==> src/rtl/mas8_pkg.sv <==
// Shared definitions for the mas8 fetch sequencer: opcode values,
// decoded operation classes and the sequencer state encoding.
package mas8_pkg;

  localparam logic [3:0] OP_ADC = 4'h0;
  localparam logic [3:0] OP_ADD = 4'h1;
  localparam logic [3:0] OP_MUL = 4'h2;
  localparam logic [3:0] OP_SRA = 4'h3;
  localparam logic [3:0] OP_AND = 4'h4;
  localparam logic [3:0] OP_OR  = 4'h5;
  localparam logic [3:0] OP_NOT = 4'h6;
  localparam logic [3:0] OP_XOR = 4'h7;
  localparam logic [3:0] OP_LW  = 4'h8;
  localparam logic [3:0] OP_SW  = 4'h9;
  localparam logic [3:0] OP_LT  = 4'hC;
  localparam logic [3:0] OP_LTC = 4'hD;
  localparam logic [3:0] OP_JMP = 4'hF;

  typedef enum logic [1:0] {
    ST_FETCH,
    ST_EXEC,
    ST_MEM,
    ST_WB
  } state_t;

  typedef enum logic [2:0] {
    CLS_ALU,
    CLS_JMP,
    CLS_LW,
    CLS_SW,
    CLS_NOP
  } op_class_t;

endpackage

==> src/rtl/mas8_decode.sv <==
// Combinational instruction classifier: maps the IR opcode field onto the
// operation class that steers the sequencer.
module mas8_decode
  import mas8_pkg::*;
(
  input  logic [3:0] opcode,
  output op_class_t  op_class
);

  // Unassigned opcodes (1010, 1011, 1110) fall through to NOP.
  always_comb begin
    op_class = CLS_NOP;
    case (opcode)
      OP_ADC, OP_ADD, OP_MUL, OP_SRA,
      OP_AND, OP_OR,  OP_NOT, OP_XOR,
      OP_LT,  OP_LTC: op_class = CLS_ALU;
      OP_JMP:         op_class = CLS_JMP;
      OP_LW:          op_class = CLS_LW;
      OP_SW:          op_class = CLS_SW;
      default:        op_class = CLS_NOP;
    endcase
  end

endmodule

==> src/rtl/fetch_seq_8b.sv <==
// Instruction fetch / data access sequencer for the 8-bit mas8 core:
// fetches into IR, computes load/store addresses and strobes ALU commits.
module fetch_seq_8b
  import mas8_pkg::*;
#(
  parameter logic [7:0] RESET_PC = 8'h00
) (
  input  logic        clk,
  input  logic        rst,
  output logic        imem_req,
  output logic [7:0]  imem_addr,
  input  logic        imem_ack,
  input  logic [15:0] imem_rdata,
  output logic        dmem_req,
  output logic        dmem_we,
  output logic [7:0]  dmem_addr,
  output logic [7:0]  dmem_wdata,
  input  logic        dmem_ack,
  input  logic [7:0]  dmem_rdata,
  input  logic [7:0]  reg0,
  input  logic [7:0]  reg1,
  input  logic [7:0]  reg2,
  input  logic [7:0]  reg3,
  input  logic [7:0]  radr,
  output logic [3:0]  opcode,
  output logic [1:0]  rd,
  output logic [1:0]  ra,
  output logic [7:0]  c,
  output logic [7:0]  din,
  output logic        en,
  inout  wire         dvdd,
  inout  wire         dgnd
);

  state_t      state, state_next;
  op_class_t   op_class;
  logic [7:0]  pc, pc_next;
  logic [15:0] ir;
  logic [7:0]  ea, wdata_q;
  logic        we_q;
  logic [7:0]  reg_file [4];
  logic        ir_load, mem_latch, din_load;
  logic        en_c, imem_req_c, dmem_req_c;

  assign reg_file = '{reg0, reg1, reg2, reg3};
  assign {opcode, rd, ra, c} = ir;

  mas8_decode u_decode (
    .opcode   (ir[15:12]),
    .op_class (op_class)
  );

  always_ff @(posedge clk) begin
    if (rst) begin
      state   <= ST_FETCH;
      pc      <= RESET_PC;
      ir      <= '0;
      din     <= '0;
      ea      <= '0;
      wdata_q <= '0;
      we_q    <= 1'b0;
    end else begin
      state <= state_next;
      pc    <= pc_next;
      if (ir_load)
        ir <= imem_rdata;
      if (mem_latch) begin
        ea      <= reg_file[ra] + c;
        wdata_q <= reg_file[rd];
        we_q    <= (op_class == CLS_SW);
      end
      if (din_load)
        din <= dmem_rdata;
    end
  end

  // Acks are only looked at in the state that issued the matching request.
  always_comb begin
    state_next = state;
    pc_next    = pc;
    ir_load    = 1'b0;
    mem_latch  = 1'b0;
    din_load   = 1'b0;
    en_c       = 1'b0;
    imem_req_c = 1'b0;
    dmem_req_c = 1'b0;
    case (state)
      ST_FETCH: begin
        imem_req_c = 1'b1;
        if (imem_ack) begin
          ir_load    = 1'b1;
          state_next = ST_EXEC;
        end
      end
      ST_EXEC: begin
        case (op_class)
          CLS_ALU: begin
            en_c       = 1'b1;
            pc_next    = pc + 8'd1;
            state_next = ST_FETCH;
          end
          CLS_JMP: begin
            en_c       = 1'b1;
            pc_next    = radr;
            state_next = ST_FETCH;
          end
          CLS_LW, CLS_SW: begin
            mem_latch  = 1'b1;
            state_next = ST_MEM;
          end
          default: begin
            pc_next    = pc + 8'd1;
            state_next = ST_FETCH;
          end
        endcase
      end
      ST_MEM: begin
        dmem_req_c = 1'b1;
        if (dmem_ack) begin
          if (we_q) begin
            pc_next    = pc + 8'd1;
            state_next = ST_FETCH;
          end else begin
            din_load   = 1'b1;
            state_next = ST_WB;
          end
        end
      end
      ST_WB: begin
        en_c       = 1'b1;
        pc_next    = pc + 8'd1;
        state_next = ST_FETCH;
      end
      default: state_next = ST_FETCH;
    endcase
  end

  // Strobes are masked while reset is held so an aborted transaction never commits.
  assign imem_req   = imem_req_c & ~rst;
  assign dmem_req   = dmem_req_c & ~rst;
  assign en         = en_c & ~rst;
  assign imem_addr  = pc;
  assign dmem_addr  = ea;
  assign dmem_wdata = wdata_q;
  assign dmem_we    = we_q;

endmodule

==> config.mk <==
export PLATFORM = sky130hd
export DESIGN_NAME = fetch_seq_8b
export DESIGN_NICKNAME = d
export VERILOG_FILES = /design/src/rtl/mas8_pkg.sv /design/src/rtl/mas8_decode.sv /design/src/rtl/fetch_seq_8b.sv
export SDC_FILE = /design/constraint.sdc
export NUM_CORES = 1
export LEC_CHECK = 0
export ABC_AREA = 1
export ABC_CLOCK_PERIOD_IN_PS = 3100
export BUFFER_PORTS_ARGS = -buffer_cell sky130_fd_sc_hd__buf_2
export CORE_ASPECT_RATIO = 0.8
export CORE_UTILIZATION = 49
export DETAILED_ROUTE_END_ITERATION = 12
export PLACE_DENSITY = 0.91
export RECOVER_POWER = 25
export SYNTH_ARGS = -nofsm -noshare
export SYNTH_HDL_FRONTEND = slang
export SYNTH_SLANG_ARGS = --single-unit
export TNS_END_PERCENT = 100
==> constraint.sdc <==
create_clock -name clk -period 3.1 [get_ports clk]
set_input_delay 0.31 -clock clk [delete_from_list [all_inputs] [get_ports clk]]
set_output_delay 0.31 -clock clk [all_outputs]
set_load 0.005 [all_outputs]
==> impl_metrics.ini <==
[clocking]
cts_buffer_depth = 2
tritoncts = yes
post-cts-setup-buffers = 0
cts.clk_slew.worst_paths_ps = 100
htree_levels = 2
cts_resized = 0
cts_made_buffers = 5
ctsHoldBuffers = 0
cts_root_buffer = clkbuf_8
clock_latency_ps = 320
clock-sinks = 54

[cells_and_area]
seq_area_um2 = 1080
multi_input_area_um2 = 1690
area_growth_syn_to_layout_pct = 23.4
diodes = 0
fillers = 548
drive_above_1_share_pct = 27.5
nNetsFinal = 634

[worst_setup_path]
critPathMostFrequentCell = inv_1
critical-path-max-stage-delay_ps = 400
worstSetupStartpoint = ir[8]$_SDFFE_PP0N_
cp_cell_sequence = inv_1, o21ai_0, o22ai_1, ha_1, inv_1, fa_1, o21ai_0, nand2_1, nand3_1, nand3_1, nand2_1, inv_1
crit_type = register to register
crit_required_ps = 3320
path_max_fanout = 16
r2r_slack_ps = 590
r2r-start = ir[8]$_SDFFE_PP0N_
worstRegToRegCells = 12
critPathSlowestCell = dfxtp_1
cp-start-kind = register
endpoint_kind = register
critical_path_arrival_ps = 2740

[run_status]
outcome = complete, no violations

[grt]
grt_util_all_layers_pct = 24.7
grt_pass1_wl_um = 13200
grt_pass1_vias = 3058
antenna_found_initial = 0
grt_remaining_overflow = 0
grt_max_degree = 31

[sta]
whs_ps = 236
hold_viol = 0
setup_viol = 0
tightest_slew_ps = 466
slew_headroom_pct = 68.7
finalMaxSlewViolations = 0
untimed_endpoints = 2
max_freq_mhz = 398
fin_setup_tns_ps = 0
layout_min_cycle_time_ps = 2510
rsz0062_at_grt = false
fin_crit_sh_pct = 81.1
fin_worst_skew_ps = 8.21

[synth]
synth_top_cell_by_area = dfxtp_1
syn_area_um2 = 3050
syn_area_per_cell_um2 = 6.91
ys_ff_latch = 54
synth.most_common_cell = nor2_1
synthDistinctLibCells = 41
yosysWarnings = 0
synth_common_cells = nor2_1, o21ai_0, nand2_1
syn_nets = 521
ys_seq_area_share_pct = 35.4
ys_top_cells_by_area = dfxtp_1, nor2_1, o21ai_0
synth_top_area_share_pct = 35.4
synthFlopType = dfxtp_1
async_flop_share_pct = 0
synth_edf_count = 0
netlist_instances = 442

[detailed_routing]
drc = 0
wl_per_cell_um = 12.6
dr.pass1.iters = 5
wirelength_um = 8040
vias = 3324
routed_via_density = 5.22
ant_nets = 0
drtIter0Drc = 184

[die]
start_util_pct = 51.1
io_pins = 122
die_h_um = 72.6
fp-row-count = 25
die_area_um2 = 6550
die_w_um = 90.3
core_um2 = 5970

[pwr]
power_leakage_nw = 1.84
p_per_area_nw_per_um2 = 441
ir_worst_vdd_mv = 0.230

[hold_path]
hold_path.class = input port to register
min-delay-start = imem_rdata[3]
hold_depth = 3

[placed_design]
dpl.hpwl_um = 6110
gp_congestion = 0.859
portBuffers = 119

[run]
cap_violations = 0
-- cells in the final DEF (no fill, tap or decap), types with 5 or more instances in the layout --
master    instances
buf_2           109
ha_1              8
o22ai_1           6
a31oi_1           8
nand3_1          17
o21ai_0          65
nand2_1          56
nor2_1          104
clkbuf_8          5
buf_4             5
o21ai_2           5
a21oi_1          24
dfxtp_1          54
inv_1            35
clkbuf_1         10
-- worst max-delay path: cells and delay by family, from the launching register on --
kind	cells	cell delay [ps]
fa+ha+maj	2	590
flops	1	400
compound gates	3	610
simple gates	4	360
buf+inv	3	450
-- kinds of logic (layout without fill, tap and decap cells) --
family	Yosys count	after routing	synth area share, %
simple gates	199	199	29.1
fa+ha+maj	9	9	3.93
flops	54	54	35.4
xor+xnor	4	4	1.15
compound gates	115	115	21.3
buf+inv	61	175	9.18
-- path summary, 6_finish.rpt --
kind	to
worst min-delay path	ir[3]$_SDFFE_PP0N_
worst min register to register	din[1]$_SDFFE_PP0P_
worst max register to register	dmem_addr[6]$_SDFFE_PP0P_
worst max-delay path	dmem_addr[6]$_SDFFE_PP0P_
-- cell type report --
| class | instances | area share (%) |
|---|---|---|
| inverters | 43 | 4.65 |
| clock inverters | 3 | 0.764 |
| flip-flops and latches | 54 | 28.7 |
| repair buffers | 124 | 16.5 |
| clock buffers | 5 | 1.83 |
| multi-input cells | 327 | 44.9 |
| well taps | 81 | 2.69 |
-- power breakdown --
part	switching (W)	leakage, nW	internal [W]
logic	0.000282	1.35	0.000185
registers	0.0000349	0.440	0.000735
clock network	0.000256	0.0506	0.000170
-- state kept, by name, summed over array words and instances, names as in the netlist --
signal             cells
dmem_addr              8
imem_addr              8
dmem_wdata             8
din                    8
state                  2
ir                    16
dmem_we                1
u_decode.op_class      3
-- per-layer routing --
| metal | vias to the layer above | track usage (%) | wire length (um) | part of all wire (%) |
|---|---|---|---|---|
| met2 | 132 | 44.1 | 3810 | 47 |
| li1 | 1671 | - | - | - |
| met1 | 1497 | 29.7 | 3560 | 44 |
| met4 | 0 | 10.9 | 217 | 2.7 |
| met5 | - | 0 | 0 | 0 |
| met3 | 24 | 4.27 | 453 | 5.6 |
-- per-stage QoR --
stage	setup WS [ps]	instances	power (W)	util, %	area [um^2]
after global placement	727	629	0.00123	61.6	3680
after detailed placement	675	629	0.00125	61.6	3680
after floorplan	866	442	0.00110	-	3050
after CTS	635	637	0.00167	63.3	3780
final	586	637	0.00166	63.1	3770
after global routing	359	637	0.00177	63.1	3770
Power figures use the tool's default switching activity.
